<file path="config.mk">
export PLATFORM = sky130hd
export DESIGN_NAME = compressor_12_2_accum_ctrl
export DESIGN_NICKNAME = d
export VERILOG_FILES = /design/src/rtl/compressor_12_2_accum_ctrl.sv
export SDC_FILE = /design/constraint.sdc
export NUM_CORES = 1
export LEC_CHECK = 0
export BUFFER_PORTS_ARGS = -buffer_cell sky130_fd_sc_hd__buf_4
export CORE_MARGIN = 2
export CORE_UTILIZATION = 40
export CTS_CLUSTER_SIZE = 30
export DETAILED_ROUTE_END_ITERATION = 6
export HOLD_SLACK_MARGIN = 0.15
export PLACE_DENSITY = 0.62
export SLEW_MARGIN = 10
export SYNTH_ARGS = -nofsm -noshare
export SYNTH_HDL_FRONTEND = slang
export SYNTH_HIERARCHICAL = 1
export SYNTH_SLANG_ARGS = --single-unit
</file>
<file path="constraint.sdc">
create_clock -name clk_i -period 12.48 [get_ports clk_i]
set_clock_uncertainty 0.2 [all_clocks]
set_input_delay 1.248 -clock clk_i [delete_from_list [all_inputs] [get_ports clk_i]]
set_output_delay 1.248 -clock clk_i [all_outputs]
set_load 0.01 [all_outputs]
</file>
<file path="src/rtl/compressor_12_2_accum_ctrl.sv">
// compressor_12_2_accum_ctrl
//   Streams 12-operand beats through a 12:2 carry-save compressor and folds
//   each reduced beat into a signed, silently wrapping accumulator over a
//   programmable number of beats. It owns the start/length handshake, beat
//   and result valid/ready flow control, and the final carry-propagate add.
//
//   Build option: define COMPRESSOR_12_2_ACCUM_PIPE_EN to insert a register
//   stage between the compressor and the carry-propagate adder. That adds a
//   DRAIN state and one cycle of latency; the result value is unchanged.
//
// Ports
//   clk_i, rst_ni            clock, synchronous active-low reset
//   start_i, len_i           job start and beat count (sampled in IDLE only)
//   abort_i                  synchronous job cancel, any state
//   busy_o                   high whenever the controller is not IDLE
//   in_valid_i, in_ready_o   beat handshake
//   in_data_i                twelve signed IN_SIZE-bit operands
//   out_valid_o, out_ready_i result handshake
//   out_data_o               signed ACC_WIDTH-bit accumulated result

// 12:2 compressor: sign-extends twelve operands to IN_SIZE+6 bits and
// reduces them with a chain of 3:2 carry-save adders. sum + carry equals
// the operand total modulo 2^(IN_SIZE+6).
module compressor_12_2 #(
  parameter int IN_SIZE = 18
) (
  input  logic [IN_SIZE-1:0] op [0:11],
  output logic [IN_SIZE+5:0] sum,
  output logic [IN_SIZE+5:0] carry
);
  localparam int W = IN_SIZE + 6;

  logic [W-1:0] ext [0:11];
  logic [W-1:0] s   [0:9];
  logic [W-1:0] c   [0:9];
  logic [W-1:0] maj [0:9];

  for (genvar gi = 0; gi < 12; gi++) begin : g_ext
    assign ext[gi] = W'($signed(op[gi]));
  end

  assign s[0]   = ext[0] ^ ext[1] ^ ext[2];
  assign maj[0] = (ext[0] & ext[1]) | (ext[0] & ext[2]) | (ext[1] & ext[2]);
  assign c[0]   = {maj[0][W-2:0], 1'b0};

  // Each stage folds the next operand into the running sum/carry pair.
  for (genvar gi = 1; gi < 10; gi++) begin : g_csa
    assign s[gi]   = s[gi-1] ^ c[gi-1] ^ ext[gi+2];
    assign maj[gi] = (s[gi-1] & c[gi-1]) | (s[gi-1] & ext[gi+2]) |
                     (c[gi-1] & ext[gi+2]);
    assign c[gi]   = {maj[gi][W-2:0], 1'b0};
  end

  assign sum   = s[9];
  assign carry = c[9];
endmodule

module compressor_12_2_accum_ctrl #(
  parameter int IN_SIZE   = 18,
  parameter int ACC_WIDTH = 32,
  parameter int LEN_WIDTH = 8
) (
  input  logic                 clk_i,
  input  logic                 rst_ni,
  input  logic                 start_i,
  input  logic [LEN_WIDTH-1:0] len_i,
  input  logic                 abort_i,
  output logic                 busy_o,
  input  logic                 in_valid_i,
  output logic                 in_ready_o,
  input  logic [IN_SIZE-1:0]   in_data_i [0:11],
  output logic                 out_valid_o,
  input  logic                 out_ready_i,
  output logic [ACC_WIDTH-1:0] out_data_o
);
  localparam int RED_W = IN_SIZE + 6;

  typedef enum logic [1:0] {
    IDLE  = 2'd0,
    ACCUM = 2'd1,
    DONE  = 2'd2
`ifdef COMPRESSOR_12_2_ACCUM_PIPE_EN
    , DRAIN = 2'd3
`endif
  } state_t;

  state_t               state_reg, state_next;
  logic                 busy_reg, in_ready_reg, out_valid_reg;
  logic [ACC_WIDTH-1:0] acc_reg;
  logic [LEN_WIDTH-1:0] len_reg, beat_cnt_reg;

  logic [RED_W-1:0]        comp_sum, comp_carry;
  logic [RED_W-1:0]        add_sum, add_carry;
  logic                    add_en;
  logic signed [RED_W-1:0] reduced;
  logic [ACC_WIDTH-1:0]    beat_ext, acc_sum;
  logic                    beat_fire, last_beat;

  compressor_12_2 #(.IN_SIZE(IN_SIZE)) u_comp (
    .op    (in_data_i),
    .sum   (comp_sum),
    .carry (comp_carry)
  );

  assign beat_fire = in_valid_i && in_ready_reg;
  assign last_beat = beat_fire && (beat_cnt_reg == len_reg - LEN_WIDTH'(1));

`ifdef COMPRESSOR_12_2_ACCUM_PIPE_EN
  logic [RED_W-1:0] pipe_sum_reg, pipe_carry_reg;
  logic             pipe_valid_reg;

  // The adder consumes the beat captured one cycle earlier.
  assign add_sum   = pipe_sum_reg;
  assign add_carry = pipe_carry_reg;
  assign add_en    = pipe_valid_reg;
`else
  assign add_sum   = comp_sum;
  assign add_carry = comp_carry;
  assign add_en    = beat_fire;
`endif

  // Carry-propagate add wraps at RED_W bits, then sign-extends.
  assign reduced  = add_sum + add_carry;
  assign beat_ext = ACC_WIDTH'(reduced);
  assign acc_sum  = acc_reg + beat_ext;

  always_comb begin
    state_next = state_reg;
    if (abort_i) begin
      state_next = IDLE;
    end else begin
      case (state_reg)
        IDLE:  if (start_i) state_next = (len_i == '0) ? DONE : ACCUM;
`ifdef COMPRESSOR_12_2_ACCUM_PIPE_EN
        ACCUM: if (last_beat) state_next = DRAIN;
        DRAIN: state_next = DONE;
`else
        ACCUM: if (last_beat) state_next = DONE;
`endif
        DONE:  if (out_ready_i) state_next = IDLE;
        default: state_next = IDLE;
      endcase
    end
  end

  always_ff @(posedge clk_i) begin
    // Abort takes the same path as reset: everything returns to idle values.
    if (!rst_ni || abort_i) begin
      state_reg      <= IDLE;
      busy_reg       <= 1'b0;
      in_ready_reg   <= 1'b0;
      out_valid_reg  <= 1'b0;
      acc_reg        <= '0;
      len_reg        <= '0;
      beat_cnt_reg   <= '0;
`ifdef COMPRESSOR_12_2_ACCUM_PIPE_EN
      pipe_sum_reg   <= '0;
      pipe_carry_reg <= '0;
      pipe_valid_reg <= 1'b0;
`endif
    end else begin
      state_reg     <= state_next;
      busy_reg      <= (state_next != IDLE);
      in_ready_reg  <= (state_next == ACCUM);
      out_valid_reg <= (state_next == DONE);

      if (add_en) acc_reg <= acc_sum;
      if (beat_fire) beat_cnt_reg <= beat_cnt_reg + LEN_WIDTH'(1);

`ifdef COMPRESSOR_12_2_ACCUM_PIPE_EN
      pipe_valid_reg <= beat_fire;
      if (beat_fire) begin
        pipe_sum_reg   <= comp_sum;
        pipe_carry_reg <= comp_carry;
      end
`endif

      if (state_reg == IDLE && start_i) begin
        len_reg      <= len_i;
        acc_reg      <= '0;
        beat_cnt_reg <= '0;
      end
    end
  end

  assign busy_o      = busy_reg;
  assign in_ready_o  = in_ready_reg;
  assign out_valid_o = out_valid_reg;
  assign out_data_o  = acc_reg;
endmodule

</file>
# Word-level counts from Yosys, hierarchy flattened
# Index checks and enable logic that the tools add are counted.
# word_totals
ff_bits	53
inputBits	230
output_inout_bits	35
wordCells	101
# op_classes
n_addsub	4
eq_ne	5
n_mux	6
n_bitwise	70
reduce_logical	9
# ops
cell	n
AND 23 bit	30
bitwise XOR 24 bit	20
OR 23 bit	20
adder 32 bit	1
adder 24 bit	1
two-way mux 2 bit	5
adder 8 x 1 -> 8 bit, second input constant	1
== test 8 bit	1
zero test 8 bit	1
subtractor 8 x 1 -> 8 bit, second input constant	1
case mux 2 bit (3 select lines)	1
== test 2 x 1 -> 1 bit, second input constant	2
== test 2 bit, second input constant	2
logical AND 1 bit	3
zero test 2 bit	1
nonzero test 2 bit	1
OR reduction 2 bit	1
zero test 1 bit	1
logical OR 1 bit	1

# Depth between registers and ports, before layout
# Gate-level depths: netlist of the first run.
# depth
depth_word	32
mapped_depth	37
depth_no_buf	37

# By module
# Netlist of the first run, hierarchy kept.
# modules_own_cells
module	instances	cells_each	area_each_um2	seq_area_each_um2
compressor_12_2_accum_ctrl	1	609	4815.9	1061.0
compressor_12_2	1	282	4540.6	0.0

# Least setup slack after synthesis of the first run
# No wires, ideal clock.
# synth_timing
kind	input-to-reg
start	input in_data_i[163] (netlist name)
end	register acc_reg[30] (netlist: out_data_o[30])
setup_time_ps	117
arrival_time_ps	10083
t_required_ps	12163
path_slack_ps	2080
path_stages	36
path_buffers	0
cell_sequence	inv_1 > fa_1 > fa_1 > inv_1 > fa_1 > inv_1 > fa_1 > fa_1 > fa_1 > fa_1 > fa_1 > fa_1 > fa_1 > inv_1 > inv_1 > fa_1 > nor2b_1 > o21ai_1 > a21boi_0 > o31ai_1 > a21boi_1 > a31oi_1 > nor2_1 > o221ai_1 > a21oi_1 > xor2_1 > ha_1 > a21o_1 > a21o_1 > a21o_1 > a21o_1 > a31o_2 > a31o_2 > o31ai_2 > xor2_1 > o21ai_1
# synth_via
word_cells_on_any_way	70
classes_between	2 x add/sub; 68 x bitwise
# synth_lines
element	line_no	rtl
start, declared	71	input logic [IN_SIZE-1:0] in_data_i [0:11],
bitwise XOR 24 bit	42	assign s[0] = ext[0] ^ ext[1] ^ ext[2];
bitwise XOR 24 bit (18 in series)	48	assign s[gi] = s[gi-1] ^ c[gi-1] ^ ext[gi+2];
via add_sum[1]	93	logic [RED_W-1:0] add_sum, add_carry;
adder 24 bit	123	assign reduced = add_sum + add_carry;
adder 32 bit	125	assign acc_sum = acc_reg + beat_ext;
end signal, assigned	167	if (add_en) acc_reg <= acc_sum;
end, declared	89	logic [ACC_WIDTH-1:0] acc_reg;
# The timed path passes the listed nets, and every way through them passes these cells.
# A chain may end at the register's enable or synchronous reset.

# Final worst setup path of the first run
# Same ends and word-level chain as after synthesis.

==> results of run 1 <==
per-layer routing:
| metal | vias to the layer above | track usage | part of all wire |
|---|---|---|---|
| met2 | 160 | 0.306 | 0.51 |
| met5 | - | 0 | 0 |
| met3 | 11 | 0.0361 | 0.066 |
| met4 | 0 | 0.0218 | 0.0071 |
| li1 | 3494 | - | - |
| met1 | 3530 | 0.223 | 0.41 |
metrics by stage:
stage                     setup WS, ns  hold WS, ns
after floorplan                   2.08        0.248
after global placement            1.36        0.259
after detailed placement          1.21        0.267
after CTS                         1.49        0.277
after global routing             0.977        0.296
final                             1.47        0.274
path summary, 6_finish.rpt:
path | from | endpoint | cells past startpoint | slack, ns
worst max-delay path | in_data_i[163] | out_data_o[30] | 37 | 1.47
worst min-delay path | out_data_o[10] | out_data_o[10] | 2 | 0.27
worst max register to register | out_data_o[0] | out_data_o[30] | 12 | 9.06
worst min register to register | out_data_o[10] | out_data_o[10] | 2 | 0.27
area by class of cell:
type                    instances  area [um2]
repair buffers                268        2010
fillers                      2136       11000
flip-flops and latches         53        1060
well taps                     313         392
clock buffers                   7         143
multi-input cells             745        7920
inverters                      75         282
worst register-to-register path: stages (launching register included):
cell and delay, ns:
dfxtp_1 0.33, ha_1 0.24, fa_1 0.44, a21o_1 0.17, a21o_2 0.23, a211o_1 0.33
a32o_1 0.28, a21oi_1 0.16, a21oi_1 0.18, a31o_2 0.30, o31ai_2 0.21, xor2_1 0.17
o21ai_1 0.07
placed cells by master, fill, tap and decap left out, types with 5 or more instances in the layout:
cell / instances
buf_4: 268
fa_1: 208
nand2_1: 90
inv_1: 75
a21oi_1: 75
ha_1: 70
dfxtp_1: 53
xnor2_1: 47
nor2_1: 35
a21o_1: 29
xor2_1: 26
o21ai_0: 26
nand2b_1: 14
a31oi_1: 10
nand3_1: 10
nand4_1: 8
nor2b_1: 8
a211oi_1: 6
and3_1: 5
a21o_2: 5
clkbuf_16: 5
logic make-up after synthesis:
group,after synthesis,share of synthesized area
simple gates,195,0.0978
other cells,1,0.000401
xor+xnor,74,0.0707
buf+inv,93,0.0407
flops,53,0.113
fa+ha+maj,278,0.539
compound gates,197,0.138
==> run summary, run 1 <==
Category of the critical setup timing path: input port to flop
Via count of the first global-routing pass: 7163
Final #Nets: 1656
TritonCTS buffer count: 5
Most prevalent standard cell on the critical path: fa_1
FF+latch count, synth: 53
Level count of the clock H-tree: 2
Cell type with the highest aggregate area in the netlist: fa_1
Share of the synthesized area in the top cell type: 0.445
Wire length of the first global-routing pass: 34.2 mm
Final GP Congestion: 0.837
Standard-cell rows: 55
Pre-antenna DRT Iters: 4
Shortest period the worst path allows: 11.01 ns
WP data arrival: 10.99 ns
Post-synthesis cell type count: 65
Maximum fanout along the worst path: 4
Horizontal die dimension: 157 um
Post_cts resized: 0
Final period utilization: 0.882
Crit path buffers/inverters: 6
Family with the most delay on the worst path: adder cells
Final WL: 21.5 mm
Growth of design area from synthesis to finish: 26.2%
Ant diodes: 0
Sum of negative setup slack: 0 ns
Number of nets still failing antenna checks after routing: 0
Share of cells above drive strength 1: 0.260
Synthesized instance count: 891
Final hold vios: 0
Die area: 0.0246 mm2
Vertical die dimension: 157 um
CTS tree: done
Hold Buf Count CTS: 0
Detailed-placement wirelength estimate: 19.2 mm
Average cell area after synthesis: 10.5 um2
Standard cell area after detailed placement: 0.0117 mm2
Ys Warns: 6
Max-slew headroom: 0.596
Overall routing resource usage: 0.172
Setup repair after global routing missed its margin: false
Number of buffers added on ports: 264
Average wire length per cell after detail routing: 14.7 um
Post-synthesis cell area: 0.00936 mm2
Largest incremental delay on the critical path: 0.56 ns
Maximum clock path buffer count: 2
Post-synth top flop: dfxtp_1
Share of flip-flops with an asynchronous set or reset after synthesis: 0
Top-level port count: 265
Clock insertion delay at the later pin of the skew report: 0.30 ns
Worst hold path class: flop to flop
Result of the run: complete, no violations
Number of post-CTS setup repair buffers: 0
Synth Net Count: 1399
Pins Over Slew Limit: 0
Finished Core Util: 0.518
Starting density of the core: 0.411
Cell type of the slowest stage on the worst timing path: fa_1
Dominant cell by count in the synthesized netlist: fa_1
Clock tree root driver cell: clkbuf_16
Residual DRC: 0
Clock slew seen by the registers of the worst setup and hold paths: 0.07 ns
Vias per inst: 4.92
Cell area after layout: 0.0118 mm2
Final-report setup violation count: 0
Number of synthesized flops with an enable pin: 0
CP startpoint kind: input port
List of most frequent post-synthesis cells: fa_1 (208), nand2_1 (90), a21oi_1 (75), inv_1 (75), ha_1 (70)
Sequential-to-total area share from yosys stat: 0.113
Post-placement cell count: 1454
Worst EP required: 12.47 ns
Initial detailed-routing violation count: 221
Maximum clock frequency: 90.8 MHz
Dominant cells by area after synthesis: fa_1 (45%), dfxtp_1 (11%), ha_1 (9.4%), xnor2_1 (4.4%), a21oi_1 (4.0%)
Max-capacitance violation count: 0
Maximum number of pins on one net before global-route repair: 38
Antenna violations before repair: 0
Max FFs per register: 32
Number of sinks on the clock net: 53
Vias after detailed routing: 7195
Type of destination of the critical path: flop
Final std cells w/o fill: 1461
Slew @ Worst Pin: 0.605 ns
Total global routing overflow: 0
Core Region: 0.0228 mm2
Power of run 1 is left out: the tool's default activity adds up to more than one toggle a clock period on the data nets, which glitch-free logic cannot reach.
==> run 2: changes to the inputs <==
--- a/config.mk
+++ b/config.mk
@@ -6,10 +6,12 @@
 export NUM_CORES = 1
 export LEC_CHECK = 0
 export BUFFER_PORTS_ARGS = -buffer_cell sky130_fd_sc_hd__buf_4
+export CORE_ASPECT_RATIO = 1.5
 export CORE_MARGIN = 2
 export CORE_UTILIZATION = 40
 export CTS_CLUSTER_SIZE = 30
 export DETAILED_ROUTE_END_ITERATION = 6
+export GPL_TIMING_DRIVEN = 0
 export HOLD_SLACK_MARGIN = 0.15
 export PLACE_DENSITY = 0.62
 export SLEW_MARGIN = 10
==> run 2 against run 1 <==
Net effect:
- clock-buffer cell count fell by 1
- global-route usage rose by 0.56 points
- critical path depth unchanged
- sequential cell count stayed put
- routed wire length is 2.6% higher
- cell count is 1.2% lower
- register-to-register slack gained 0.02 ns
- via count is 0.92% higher
- sequential share of layout area hardly changed
- fmax grew 0.43%
- critical endpoint unchanged
- highest routed layer unchanged
==> run summary, run 2 (same netlist as run 1, synthesis figures left out) <==
Ant diodes: 0
Starting density of the core: 0.407
Pins Over Slew Limit: 0
Cell type of the slowest stage on the worst timing path: fa_1
Max-slew headroom: 0.310
Total global routing overflow: 0
Final WL: 22.0 mm
Worst EP required: 12.47 ns
Slew @ Worst Pin: 1.03 ns
Most common cell after layout, fill and taps aside: buf_4
Worst hold path class: flop to flop
Die area: 0.0247 mm2
Vertical die dimension: 191 um
Result of the run: complete, no violations
Max FFs per register: 32
Shortest period the worst path allows: 10.96 ns
Final period utilization: 0.878
Initial detailed-routing violation count: 163
Number of post-CTS setup repair buffers: 0
Vias after detailed routing: 7261
Level count of the clock H-tree: 2
Final-report setup violation count: 0
Average wire length per cell after detail routing: 15.3 um
Largest incremental delay on the critical path: 0.56 ns
Max-capacitance violation count: 0
Number of nets still failing antenna checks after routing: 0
Clock insertion delay at the later pin of the skew report: 0.29 ns
Share of cells above drive strength 1: 0.258
Core Region: 0.0230 mm2
Commonest non-fill, non-tap cells in the layout: buf_4 (265), fa_1 (208), nand2_1 (90)
TritonCTS buffer count: 5
Pre-antenna DRT Iters: 4
Clock slew seen by the registers of the worst setup and hold paths: 0.08 ns
Final GP Congestion: 0.857
Most prevalent standard cell on the critical path: fa_1
CTS tree: done
Clock tree root driver cell: clkbuf_16
Number of sinks on the clock net: 53
Growth of design area from synthesis to finish: 26.6%
Overall routing resource usage: 0.178
Final hold vios: 0
Type of destination of the critical path: flop
Wire length of the first global-routing pass: 35.5 mm
Sum of negative setup slack: 0 ns
CP startpoint kind: input port
Via count of the first global-routing pass: 7788
Fill count: 2157
Final #Nets: 1670
Number of buffers added on ports: 264
Maximum clock path buffer count: 2
WP data arrival: 10.95 ns
Maximum clock frequency: 91.2 MHz
Top-level port count: 265
Post_cts resized: 0
Standard-cell rows: 68
Horizontal die dimension: 129 um
Category of the critical setup timing path: input port to flop
Antenna violations before repair: 0
Residual DRC: 0
Maximum fanout along the worst path: 4
Vias per inst: 5.03
Detailed-placement wirelength estimate: 20.1 mm
Maximum number of pins on one net before global-route repair: 18
Setup repair after global routing missed its margin: false
Hold Buf Count CTS: 0
==> run 2: path summary, 6_finish.rpt <==
| check | start | to | slack, ns | cells past startpoint |
|---|---|---|---|---|
| hold / removal | len_reg[7] | len_reg[7] | 0.27 | 2 |
| setup / recovery | in_data_i[163] | out_data_o[30] | 1.52 | 37 |
| hold reg to reg | len_reg[7] | len_reg[7] | 0.27 | 2 |
| setup reg to reg | out_data_o[0] | out_data_o[22] | 9.08 | 12 |
==> run 2: cell type report <==
type | instances | area, um2 | share of cell area
multi-input combinational | 745 | 7920 | 0.668
timing repair buffer | 264 | 1980 | 0.167
sequential | 53 | 1060 | 0.0896
tap | 280 | 350 | 0.0296
inverter | 75 | 282 | 0.0238
clock buffer | 6 | 139 | 0.0117
buffer | 18 | 98.8 | 0.00835
clock inverter | 2 | 16.3 | 0.00137
==> run 2: worst max-delay path: cells and delay by family <==
| kind | cells | cell delay (ns) |
|---|---|---|
| buf+inv | 6 | 0.38 |
| simple gates | 2 | 0.30 |
| fa+ha+maj | 12 | 5.71 |
| compound gates | 15 | 2.91 |
| xor+xnor | 2 | 0.41 |
==> run 2: routing by layer <==
layer | up-vias | part of all wire | track usage
li1 | 3521 | - | -
met1 | 3567 | 0.36 | 0.198
met2 | 163 | 0.58 | 0.356
met3 | 10 | 0.056 | 0.0266
met4 | 0 | 0.0085 | 0.0272
met5 | - | 0 | 0
==> run 2: per-stage QoR <==
stage | instances | hold WS [ns] | area, um2 | utilization | setup slack (ns)
floorplan | 891 | 0.248 | 9360 | - | 2.08
global placement | 1435 | 0.259 | 11700 | 0.509 | 1.08
detailed placement | 1435 | 0.264 | 11700 | 0.509 | 1.12
CTS | 1443 | 0.274 | 11800 | 0.516 | 1.40
global route | 1443 | 0.305 | 11800 | 0.516 | 0.982
finish | 1443 | 0.271 | 11800 | 0.516 | 1.52
Power of run 2 is left out for the same reason.
